--- src/rtl/lix_pkg.sv ---
// lix_pkg: shared widths, skid depth and counter sizing for the lix pipeline slice
package lix_pkg;
  localparam int LIX_W = 32;
  localparam int LIX_N = 2;
  localparam int LIX_SKID_DEPTH = 2;
  typedef logic [$clog2(LIX_SKID_DEPTH+1)-1:0] lix_occ_t;
  function automatic int lix_cntw(input int n);
    return $clog2(n + 3);
  endfunction
endpackage

--- src/rtl/lix_reg.sv ---
// lix_reg: enable-only pipeline register with async active-low clear
module lix_reg #(
  parameter int W = 1
) (
  input  logic         clk_i,
  input  logic         rst_ni,
  input  logic         en_i,
  input  logic [W-1:0] d_i,
  output logic [W-1:0] q_o
);
  always_ff @(posedge clk_i or negedge rst_ni) begin
    if (!rst_ni) q_o <= '0;
    else if (en_i) q_o <= d_i;
  end
endmodule

--- src/rtl/lix_skid.sv ---
// lix_skid: 2-entry output FIFO; flush clears occupancy but leaves stored data
module lix_skid import lix_pkg::*; #(
  parameter int W = LIX_W
) (
  input  logic         clk_i,
  input  logic         rst_ni,
  input  logic         flush_i,
  input  logic         push_i,
  input  logic         pop_i,
  input  logic [W-1:0] data_i,
  output logic [W-1:0] data_o,
  output lix_occ_t     occ_o
);
  logic [W-1:0] mem_q [LIX_SKID_DEPTH];
  logic         wp_q, rp_q, do_pop;
  lix_occ_t     occ_q;
  assign do_pop = pop_i & (occ_q != '0);
  assign data_o = mem_q[rp_q];
  assign occ_o  = occ_q;
  always_ff @(posedge clk_i or negedge rst_ni) begin
    if (!rst_ni) begin
      mem_q <= '{default: '0};
      wp_q  <= 1'b0;
      rp_q  <= 1'b0;
      occ_q <= '0;
    end else if (flush_i) begin
      wp_q  <= 1'b0;
      rp_q  <= 1'b0;
      occ_q <= '0;
    end else begin
      if (push_i) mem_q[wp_q] <= data_i;
      wp_q  <= wp_q ^ push_i;
      rp_q  <= rp_q ^ do_pop;
      occ_q <= occ_q + lix_occ_t'(push_i) - lix_occ_t'(do_pop);
    end
  end
  a_no_overflow: assert property (@(posedge clk_i) disable iff (!rst_ni)
    !(push_i && !do_pop && occ_q == lix_occ_t'(LIX_SKID_DEPTH)));
endmodule

--- src/rtl/lix_pipe_ctl.sv ---
// lix_pipe_ctl: valid/ready controller driving a global stage enable for aligned share lanes.
// Define LIX_SKID_EN for a 2-entry output skid with registered ready (no m_rdy->s_rdy path).
module lix_pipe_ctl import lix_pkg::*; #(
  parameter int W = LIX_W,
  parameter int N = LIX_N
) (
  input  logic                   clk_i,
  input  logic                   rst_ni,
  input  logic                   i_flush,
  input  logic                   s_vld,
  output logic                   s_rdy,
  input  logic [W-1:0]           s_x,
  output logic                   m_vld,
  input  logic                   m_rdy,
  output logic [W-1:0]           m_z,
  output logic                   o_en,
  output logic                   o_vld,
  output logic [lix_cntw(N)-1:0] o_cnt
);
  localparam int CW = lix_cntw(N);
  logic [N-1:0] v, v_in;
  logic [W-1:0] d [N];
  logic [W-1:0] d_in [N];
  lix_occ_t     occ;
  assign s_rdy = o_en;
  assign o_vld = s_vld & s_rdy & ~i_flush & rst_ni;
  always_comb begin
    v_in = (v << 1) | N'(o_vld);
    d_in[0] = s_x;
    for (int i = 1; i < N; i++) d_in[i] = d[i-1];
  end
  // valids follow the enable (flush forces a clear); data only loads behind a valid
  for (genvar k = 0; k < N; k++) begin : g_stg
    lix_reg #(.W(1)) u_v (
      .clk_i, .rst_ni, .en_i(o_en | i_flush), .d_i(v_in[k] & ~i_flush), .q_o(v[k])
    );
    lix_reg #(.W(W)) u_d (
      .clk_i, .rst_ni, .en_i(o_en & v_in[k] & ~i_flush), .d_i(d_in[k]), .q_o(d[k])
    );
  end
`ifdef LIX_SKID_EN
  logic     en_q, en_d, push, pop;
  lix_occ_t occ_d;
  assign push  = en_q & v[N-1];
  assign pop   = m_vld & m_rdy;
  assign occ_d = i_flush ? '0 : occ + lix_occ_t'(push) - lix_occ_t'(pop);
  assign en_d  = occ_d <= lix_occ_t'(1);
  assign o_en  = en_q;
  assign m_vld = occ != '0;
  always_ff @(posedge clk_i or negedge rst_ni) begin
    if (!rst_ni) en_q <= 1'b1;
    else en_q <= en_d;
  end
  lix_skid #(.W(W)) u_skid (
    .clk_i, .rst_ni, .flush_i(i_flush), .push_i(push), .pop_i(pop),
    .data_i(d[N-1]), .data_o(m_z), .occ_o(occ)
  );
`else
  assign o_en  = ~v[N-1] | m_rdy;
  assign m_vld = v[N-1];
  assign m_z   = d[N-1];
  assign occ   = '0;
`endif
  always_comb begin
    o_cnt = CW'(occ);
    for (int i = 0; i < N; i++) o_cnt += CW'(v[i]);
  end
endmodule

--- config.mk ---
export PLATFORM = sky130hd
export DESIGN_NAME = lix_pipe_ctl
export DESIGN_NICKNAME = d
export VERILOG_FILES = /design/src/rtl/lix_pkg.sv /design/src/rtl/lix_reg.sv /design/src/rtl/lix_skid.sv /design/src/rtl/lix_pipe_ctl.sv
export SDC_FILE = /design/constraint.sdc
export NUM_CORES = 1
export LEC_CHECK = 0
export ABC_AREA = 1
export ABC_CLOCK_PERIOD_IN_PS = 1300
export CORE_ASPECT_RATIO = 0.7
export CORE_MARGIN = 2
export CORE_UTILIZATION = 49
export DETAILED_ROUTE_END_ITERATION = 10
export PLACE_DENSITY = 0.76
export REMOVE_ABC_BUFFERS = 1
export SYNTH_ARGS = -nofsm -noshare
export SYNTH_HDL_FRONTEND = slang
export SYNTH_SLANG_ARGS = --single-unit
--- constraint.sdc ---
create_clock -name clk_i -period 1.3 [get_ports clk_i]
set_input_delay 0.195 -clock clk_i [delete_from_list [all_inputs] [get_ports clk_i]]
set_output_delay 0.195 -clock clk_i [all_outputs]
set_load 0.05 [all_outputs]
==> flow_metrics.tcl, run 1 <==
set metrics [dict create \
    grt_max_degree 67 \
    drv_slew 0 \
    antenna_found_initial 0 \
    syn_inst 332 \
    rsz0062_at_grt "true" \
    postLayoutCellArea_um2 4440 \
    hold_path_class "in -> reg" \
    worst_ep_required_time_ns 1.11 \
    drt_first_iter_violations 166 \
    met2_length_um 3380 \
    synth_cell_types 14 \
    m1WireLength_um 3270 \
    grt_pass1_vias 2411 \
    ios 76 \
    worstPathArrival_ns 1.21 \
    stdcell_count 467 \
    synth_area_um2 3100 \
    grt_pass1_wl_um 11800 \
    post_drt_wl_per_cell_um 15.8 \
    wirelength_um 7360 \
    crit_slowest_cell "dfrtp_2" \
    failed_checks "setup timing" \
    finalSetupViolCount 12 \
    cts_tree "yes" \
    cp.depth 2 \
    status "finished with violations" \
    post-dp-hpwl_um 4490 \
    r2r-end "g_stg[0].u_d.q_o[4]" \
    via_per_inst 5.35 \
    grt_overflow 0 \
    drt.antenna.violating_nets 0 \
    synth_warnings 0 \
    period_minus_slack_ns 1.41 \
    yosysTopAreaCellShare_pct 53.3 \
    crit_fanout 4 \
    dpl-instance-area_um2 4030 \
    cp_slowest_stage_delay_ns 0.45 \
    htreeDepth 3 \
    syn_avg_cell_area_um2 9.34 \
    synthTopCellsByArea "dfrtp_1 53%, nand2_1 16%, nand4_1 13%" \
    path_delay_family "flip-flops" \
    cap_violations 0 \
    powerDensity_nw_per_um2 1660 \
    yosysMostFrequentCell "nand2_1" \
    cts-root-buf "clkbuf_8" \
    worstPathCellList "ha_4 -> buf_8" \
    ys_async_sr_fraction_pct 100 \
    clkTransAtPathRegs_ns 0.07 \
    drive_above_1_share_pct 23.7 \
    synth_ff_type "dfrtp_1" \
    die_w_um 99.1 \
    critPathCapture "o_cnt[0]" \
    die-area_um2 6990 \
    nets 422 \
    critPathLaunchType "flop" \
    crit_type "reg -> out" \
    seq_area_frac_synth_pct 53.3 \
    critPathBufInv 1 \
    synth_top_cell_by_area "dfrtp_1" \
    startpoint "g_stg[1].u_v.q_o" \
    antenna_cells 0 \
    cts_inserted_buffers 9 \
    top_layer "met4" \
    hold_viol_final 0 \
    fp.dieH_um 70.5 \
    ys_seq_elements 66 \
    insertion_delay_ns 0.35 \
    dpl.cell_count 439 \
    skew_ns 0.0114 \
    clock_sinks 66 \
    core_area_um2 6160 \
    route.met3.wl_um 656 \
    ys_top_cells_by_count "130 x nand2_1, 66 x dfrtp_1, 65 x nand4_1, 36 x buf_4, 14 x buf_2" \
    reg2reg_depth 6 \
    regToRegSetupSlack_ns -0.01 \
    vias 2499 \
    first_pass_iters 4 \
    clockBufferDepth 2 \
    synthToLayoutAreaGrowth_pct 43.1 \
    ir_worst_vdd_v 0.00120 \
    grt.total_usage_pct 22.0 \
    worst_slack_ns -0.106 \
    portBuffers 74 \
    timing.rr.start "g_stg[1].u_v.q_o" \
    gp_congestion 0.776 \
    end_kind "primary output" \
    period_share_pct 108 \
    drcViolationCount 0 \
    synth_edf_count 0 \
    min-delay-start "s_x[25]" \
    p_leak_nw 2.22 \
    fmax_mhz 711 \
    start_util_pct 50.3 \
    num_rows 24 \
]
==> cell type report <==
class | instances | area [µm²]
Fill cell | 418 | 1720
Inverter | 4 | 20.0
Multi-Input combinational cell | 201 | 978
Clock inverter | 5 | 77.6
Tap cell | 78 | 97.6
Sequential cell | 66 | 1650
Clock buffer | 11 | 141
Timing Repair Buffer | 102 | 1470
==> power by group <==
part | switching, mW | total, mW | internal [mW]
registers | 0.371 | 2.83 | 2.46
logic | 1.39 | 2.64 | 1.25
clock network | 0.781 | 1.91 | 1.13
total | 2.54 | 7.37 | 4.84
==> state kept, by name, summed over array words and instances, names as in the netlist <==
name and flops:
g_stg.u_d.q_o 64, g_stg.u_v.q_o 2
==> kinds of logic after synthesis <==
group                    Yosys count  share of synthesized area, %
AND/OR/NAND/NOR                  198                          30.4
flip-flops                        66                          53.3
buffers and inverters             65                          15.5
AO/OA/AOI/OAI                      1                         0.283
adder cells (fa/ha/maj)            1                         0.404
other                              1                         0.121
==> layer usage <==
layer  GRT usage, %  up-vias
met2           34.1      107
li1               -     1190
met3           8.89        8
met4           4.41        0
met5              0        -
met1           29.8     1194
==> worst min path at each step <==
stage	slack, ns	depth (start not counted)	end
after floorplan	-0.10	0	g_stg[0].u_d.q_o[0]
after global placement	0.29	2	g_stg[0].u_v.q_o
after detailed placement	0.29	2	g_stg[1].u_v.q_o
after CTS	0.40	3	g_stg[0].u_d.q_o[23]
after global routing	0.42	3	g_stg[0].u_d.q_o[23]
final	0.42	3	g_stg[0].u_d.q_o[25]
==> worst register-to-register path, stage by stage, from the launching register on <==
cell	delay (ns)
dfrtp_2	0.43
nand2_4	0.10
buf_4	0.15
buf_4	0.13
bufbuf_16	0.27
nand4_1	0.08
nand2_1	0.06
==> timing repair <==
| action | in CTS | in global routing |
|---|---|---|
| setup buffers | 7 | 1 |
| hold buffers | 1 | 0 |
| gates resized for setup | 7 | 2 |
| cloned | 1 | 2 |
| endpoints found under the hold margin | 66 | 0 |
| pin swaps | 1 | 3 |
| endpoints found under the setup margin | 5 | 24 |
==> metrics by stage <==
step	power [mW]	setup TNS [ns]	utilization, %	worst slack, ns	hold slack, ns
global route	7.66	-1.15	72.1	-0.156	0.415
global placement	5.41	-3.88	65.5	-0.0992	0.290
CTS	7.40	-0.447	71.0	-0.124	0.398
floorplan	3.95	-46.00	-	-0.984	-0.101
finish	7.37	-0.464	72.1	-0.106	0.415
detailed placement	5.47	-4.20	65.5	-0.0982	0.288
==> cell usage in the layout (no fill, tap or decap), types with 2 or more instances in the layout <==
cell type        netlist  routed
nand2_1              130     130
nand4_1               65      65
dfrtp_1               66      64
buf_12                 0      43
clkdlybuf4s50_1        0      35
buf_4                 36      16
clkbuf_8               0      10
inv_2                  2       2
inv_4                  1       2
nand3_4                2       2
bufinv_16              0       2
clkinv_2               0       2
clkbuf_16              0       2
dfrtp_2                0       2
buf_6                 11       2
(Power assumes the default switching activity.)
==> run 2: changes to the inputs <==
ABC_CLOCK_PERIOD_IN_PS = 1290   (was 1300)
CORE_UTILIZATION = 44   (was 49)
PLACE_DENSITY = 0.72   (was 0.76)
clock period = 1.29 ns   (was 1.3 ns; I/O delays follow)
==> run 2 against run 1 <==
Against the previous run:
- the flow still finishes with violations (setup timing)
- total power about the same
- final cell count increased by 3.4%
- sequential cell count unchanged
- largest power group unchanged
- highest routed layer unchanged
==> flow_metrics.tcl, run 2 (same netlist as run 1, synthesis figures left out) <==
set metrics [dict create \
    status "finished with violations" \
    failed_checks "setup timing" \
    cp_slowest_stage_delay_ns 0.45 \
    drv_slew 0 \
    dpl.cell_count 461 \
    timing.rr.start "g_stg[1].u_v.q_o" \
    core_area_um2 6790 \
    clkPwrFrac_pct 25.6 \
    worst_slack_ns -0.120 \
    hold_viol_final 0 \
    drt_first_iter_violations 118 \
    skew_ns 0.00606 \
    worstPathArrival_ns 1.22 \
    grt_pass1_wl_um 11900 \
    hold_path_class "in -> async" \
    cts_inserted_buffers 9 \
    first_pass_iters 6 \
    pwr-share-seq_pct 38.8 \
    cap_violations 0 \
    cp.depth 2 \
    drive_above_1_share_pct 24.2 \
    drcViolationCount 0 \
    whs_ns 0.105 \
    grt_max_degree 67 \
    nets 422 \
    p_sw_mw 2.52 \
    htreeDepth 3 \
    worst_ep_required_time_ns 1.10 \
    critPathLaunchType "flop" \
    critPathBufInv 1 \
    clockBufferDepth 2 \
    r2r-end "g_stg[1].u_d.q_o[13]" \
    worst_pin_slew_ns 0.824 \
    intPower_mw 4.85 \
    p_leak_nw 2.18 \
    powerDensity_nw_per_um2 1680 \
    antenna_found_initial 0 \
    grt.total_usage_pct 19.9 \
    met2_length_um 3320 \
    start_util_pct 45.7 \
    route.met3.wl_um 622 \
    fin_tns_setup_ns -0.371 \
    grt_overflow 0 \
    vias 2430 \
    clock_sinks 66 \
    startpoint "g_stg[1].u_v.q_o" \
    reg2reg_depth 6 \
    period_minus_slack_ns 1.41 \
    end_kind "primary output" \
    drt.antenna.violating_nets 0 \
    regToRegSetupSlack_ns 0.05 \
    final_cell_mix "130 x nand2_1, 65 x nand4_1, 64 x dfrtp_1, 42 x buf_12, 35 x clkdlybuf4s50_1" \
    crit_type "reg -> out" \
    pwr-share-comb_pct 35.6 \
    post_drt_wl_per_cell_um 14.9 \
    period_share_pct 109 \
    cts-root-buf "clkbuf_8" \
    top_layer "met4" \
    swShare_pct 34.2 \
    worstPathCellList "ha_4 -> buf_8" \
    stdcell_count 483 \
    clkTransAtPathRegs_ns 0.07 \
    top_register "g_stg.u_d.q_o" \
    rsz0062_at_grt "true" \
    ir_worst_vdd_v 0.000970 \
    crit_slowest_cell "dfrtp_2" \
    num-fill-cells 588 \
    layout_commonest_cell "nand2_1" \
    portBuffers 74 \
    critPathCapture "o_cnt[0]" \
    fmax_mhz 709 \
    finalSetupViolCount 5 \
    ios 76 \
    via_per_inst 5.03 \
    wirelength_um 7170 \
    fp.dieH_um 74.2 \
    m1WireLength_um 3220 \
    grt_pass1_vias 2411 \
    insertion_delay_ns 0.33 \
    top_regs "g_stg.u_d.q_o (64), g_stg.u_v.q_o (2)" \
    cts_tree "yes" \
    synthToLayoutAreaGrowth_pct 41.5 \
    die_w_um 104 \
    path_delay_family "flip-flops" \
    die-area_um2 7740 \
    relSlewSlack_pct 45.1 \
    num_rows 25 \
    largest_reg_flops 64 \
    post-dp-hpwl_um 4740 \
    antenna_cells 0 \
    crit_fanout 3 \
    gp_congestion 0.773 \
]
run 2: changes by cell type in the layout (fill, tap and decap cells not counted):
cell           delta
buf_4             +4
clkbuf_16         -2
clkinv_2          +2
buf_12            -1
buf_8             +1
bufbuf_16         -1
clkbuf_1          -1
clkinvlp_4        -1
dlygate4sd3_1     -1
run 2: metrics by stage:
| step | area [µm²] | util, % | worst slack, ns | total power [mW] |
|---|---|---|---|---|
| 2_1_floorplan | 2640 | - | -0.993 | 3.98 |
| 3_3_place_gp | 4080 | 60.2 | -0.162 | 5.46 |
| 3_5_place_dp | 4080 | 60.2 | -0.165 | 5.51 |
| 4_1_cts | 4370 | 64.3 | -0.131 | 7.44 |
| 5_1_grt | 4390 | 64.6 | -0.160 | 7.71 |
| 6_report | 4390 | 64.6 | -0.120 | 7.38 |
run 2: area by class of cell:
| type | instances | area (µm²) | share of cell area, % |
|---|---|---|---|
| Inverter | 4 | 20.0 | 0.456 |
| Sequential cell | 66 | 1650 | 37.7 |
| Timing Repair Buffer | 102 | 1400 | 31.9 |
| Tap cell | 94 | 118 | 2.68 |
| Clock buffer | 10 | 138 | 3.14 |
| Clock inverter | 6 | 80.1 | 1.83 |
| Multi-Input combinational cell | 201 | 978 | 22.3 |
run 2: routing by layer:
layer  vias to the layer above  global-route usage [%]
met5                         -                       0
met4                         0                    3.60
met3                         2                    8.06
met2                        86                    30.4
met1                      1158                    27.3
li1                       1184                       -
run 2: worst min path at each step:
stage	start	end	slack (ns)	depth (start not counted)
6_report	rst_ni	g_stg[1].u_d.q_o[30]	0.11	2
5_1_grt	rst_ni	g_stg[1].u_d.q_o[30]	0.16	2
4_1_cts	rst_ni	g_stg[1].u_d.q_o[12]	0.12	2
3_5_place_dp	g_stg[0].u_d.q_o[11]	g_stg[0].u_d.q_o[11]	0.46	2
3_3_place_gp	g_stg[0].u_d.q_o[11]	g_stg[0].u_d.q_o[11]	0.45	2
2_1_floorplan	rst_ni	g_stg[0].u_d.q_o[0]	-0.10	0
run 2: power groups by stage:
stage                     Sequential (mW)  Clock [mW]  Combinational (mW)
after floorplan                      3.57           0               0.403
after global routing                 2.90        2.04                2.77
final                                2.86        1.89                2.63
after CTS                            2.86        1.94                2.65
after global placement               2.87           0                2.59
after detailed placement             2.89           0                2.62
run 2: timing repair:
item                                    CTS  global route
pin swaps                                 2             2
buffers inserted                          5             1
gates resized for setup                   7             4
endpoints found under the setup margin    5            18
hold endpoints to repair                  0             0
hold buffers                              0             0
==> run 3: changes to the inputs <==
CORE_UTILIZATION = 55   (was 44)
DONT_BUFFER_PORTS = 1   (was unset)
PLACE_DENSITY = 0.7   (was 0.72)
==> run 3 against run 2 <==
Against the previous run:
- first-iteration DRC count decreased by 17%
- wire length decreased by 1.4%
- sequential share of layout area increased by 10 points
- final area decreased by 21%
- largest power group unchanged
- total power decreased by 22%
- the flow finishes with violations (hold timing, setup timing)
- sequential cell count unchanged
- register-to-register slack about the same
- clock skew decreased by 0.00057 ns
- global-route usage increased by 2.9 points
==> flow_metrics.tcl, run 3 (same netlist as run 1, synthesis figures left out) <==
set metrics [dict create \
    clkTransAtPathRegs_ns 0.07 \
    failed_checks "hold timing, setup timing" \
    grt_max_degree 68 \
    wirelength_um 7080 \
    top_usage_layer "met2" \
    worstPathArrival_ns 1.23 \
    grt_pass1_vias 2104 \
    crit_slowest_cell "dfrtp_2" \
    htreeDepth 3 \
    grt_use_met2_pct 35.7 \
    p_leak_nw 1.78 \
    antenna_cells 0 \
    fp.dieH_um 66.8 \
    cp_slowest_stage_delay_ns 0.45 \
    top_register "g_stg.u_d.q_o" \
    status "finished with violations" \
    powerDensity_nw_per_um2 1670 \
    end_kind "primary output" \
    grt.total_usage_pct 22.8 \
    path_delay_family "flip-flops" \
    layout_commonest_cell "nand2_1" \
    hold_path_class "in -> async" \
    clockBufferDepth 2 \
    period_share_pct 110 \
    crit_type "reg -> out" \
    die_w_um 93.7 \
    drt.antenna.violating_nets 0 \
    die-area_um2 6260 \
    worst_pin_slew_ns 0.509 \
    worstPathCellList "ha_4 -> buf_12" \
    largest_reg_flops 64 \
    post-dp-hpwl_um 3860 \
    num_rows 22 \
    grtUsageMet1_pct 28.8 \
    ir_worst_vdd_v 0.000853 \
    drcViolationCount 0 \
    crit_fanout 4 \
    core_area_um2 5340 \
    post_drt_wl_per_cell_um 17.5 \
    antenna_found_initial 0 \
    worst_slack_ns -0.130 \
    cts-root-buf "clkbuf_8" \
    grt_overflow 0 \
    synthToLayoutAreaGrowth_pct 11.8 \
    clock_sinks 66 \
    critPathBufInv 1 \
    insertion_delay_ns 0.34 \
    worst_ep_required_time_ns 1.10 \
    vias 2256 \
    use_met3_pct 9.39 \
    cap_violations 0 \
    place_ws_ns 0.0148 \
    gp_congestion 0.728 \
    skew_ns 0.00550 \
    drt_first_iter_violations 98 \
    drv_slew 0 \
    nets 366 \
    fmax_mhz 704 \
    critPathLaunchType "flop" \
    top_regs "g_stg.u_d.q_o (64), g_stg.u_v.q_o (2)" \
    hold_viol_final 66 \
    drive_above_1_share_pct 15.4 \
    cts_inserted_buffers 9 \
    whs_ns -0.461 \
    start_util_pct 58.0 \
    final_cell_mix "130 x nand2_1, 65 x nand4_1, 64 x dfrtp_1, 20 x dlygate4sd3_1" \
    portBuffers 0 \
    p_total_mw 5.79 \
    via_per_inst 5.58 \
    cts_tree "yes" \
    rsz0062_at_grt "true" \
    grt_pass1_wl_um 10700 \
    ios 76 \
    first_pass_iters 6 \
    finalSetupViolCount 5 \
    ctsHoldBuffers 20 \
    period_minus_slack_ns 1.42 \
    relSlewSlack_pct 66.1 \
]
-- run 3: timing repair --
item,4_1_cts,5_1_grt
resized for setup,7,14
hold endpoints to repair,86,66
setup buffers,5,1
pin swaps,2,1
endpoints found under the setup margin,5,61
cloned,1,3
-- run 3: final cells by class --
cell class                      count  area (µm²)
Sequential cell                    66        1650
Fill cell                         447        1870
Tap cell                           72        90.1
Clock buffer                       12         155
Inverter                            4        17.5
Clock inverter                      3        15.0
Timing Repair Buffer               43         503
Multi-Input combinational cell    204        1030
-- run 3: path summary, 6_finish.rpt --
path	start	endpoint	slack [ns]	cells past startpoint
setup / recovery	g_stg[1].u_v.q_o	o_cnt[0]	-0.13	2
hold / removal	rst_ni	g_stg[1].u_d.q_o[24]	-0.46	0
setup reg to reg	g_stg[1].u_v.q_o	g_stg[1].u_d.q_o[18]	0.06	5
hold reg to reg	g_stg[0].u_d.q_o[13]	g_stg[0].u_d.q_o[13]	0.47	2
max in group asynchronous	rst_ni	g_stg[1].u_v.q_o	1.62	0
min in group clk_i	s_x[13]	g_stg[0].u_d.q_o[13]	0	2
-- run 3: through the flow --
| step | TNS, ns | instances | util (%) | instance area (µm²) |
|---|---|---|---|---|
| 6_report | -0.478 | 404 | 64.9 | 3470 |
| 5_1_grt | -0.803 | 404 | 64.9 | 3470 |
| 4_1_cts | -2.04 | 400 | 63.0 | 3360 |
| 3_5_place_dp | 0 | 359 | 54.2 | 2900 |
| 3_3_place_gp | 0 | 359 | 54.2 | 2900 |
| 2_1_floorplan | -46.71 | 271 | - | 2640 |
-- run 3: layer usage --
metal / vias to the layer above / routed length (µm)
met3: 10 / 636
met5: - / 0
li1: 1074 / -
met1: 1086 / 3140
met2: 86 / 3210
met4: 0 / 84
-- run 3: worst reg2reg max path, cell delays in order, from the launching register on --
cell,delay (ns)
dfrtp_2,0.45
nand2_4,0.12
buf_6,0.19
nand3_4,0.17
nand2_1,0.12
nand2_1,0.06
-- run 3: report_power, final --
part	internal (mW)	switching, mW	total [mW]
Combinational	0.277	0.372	0.650
Clock	0.782	0.753	1.54
Sequential	2.46	1.14	3.60
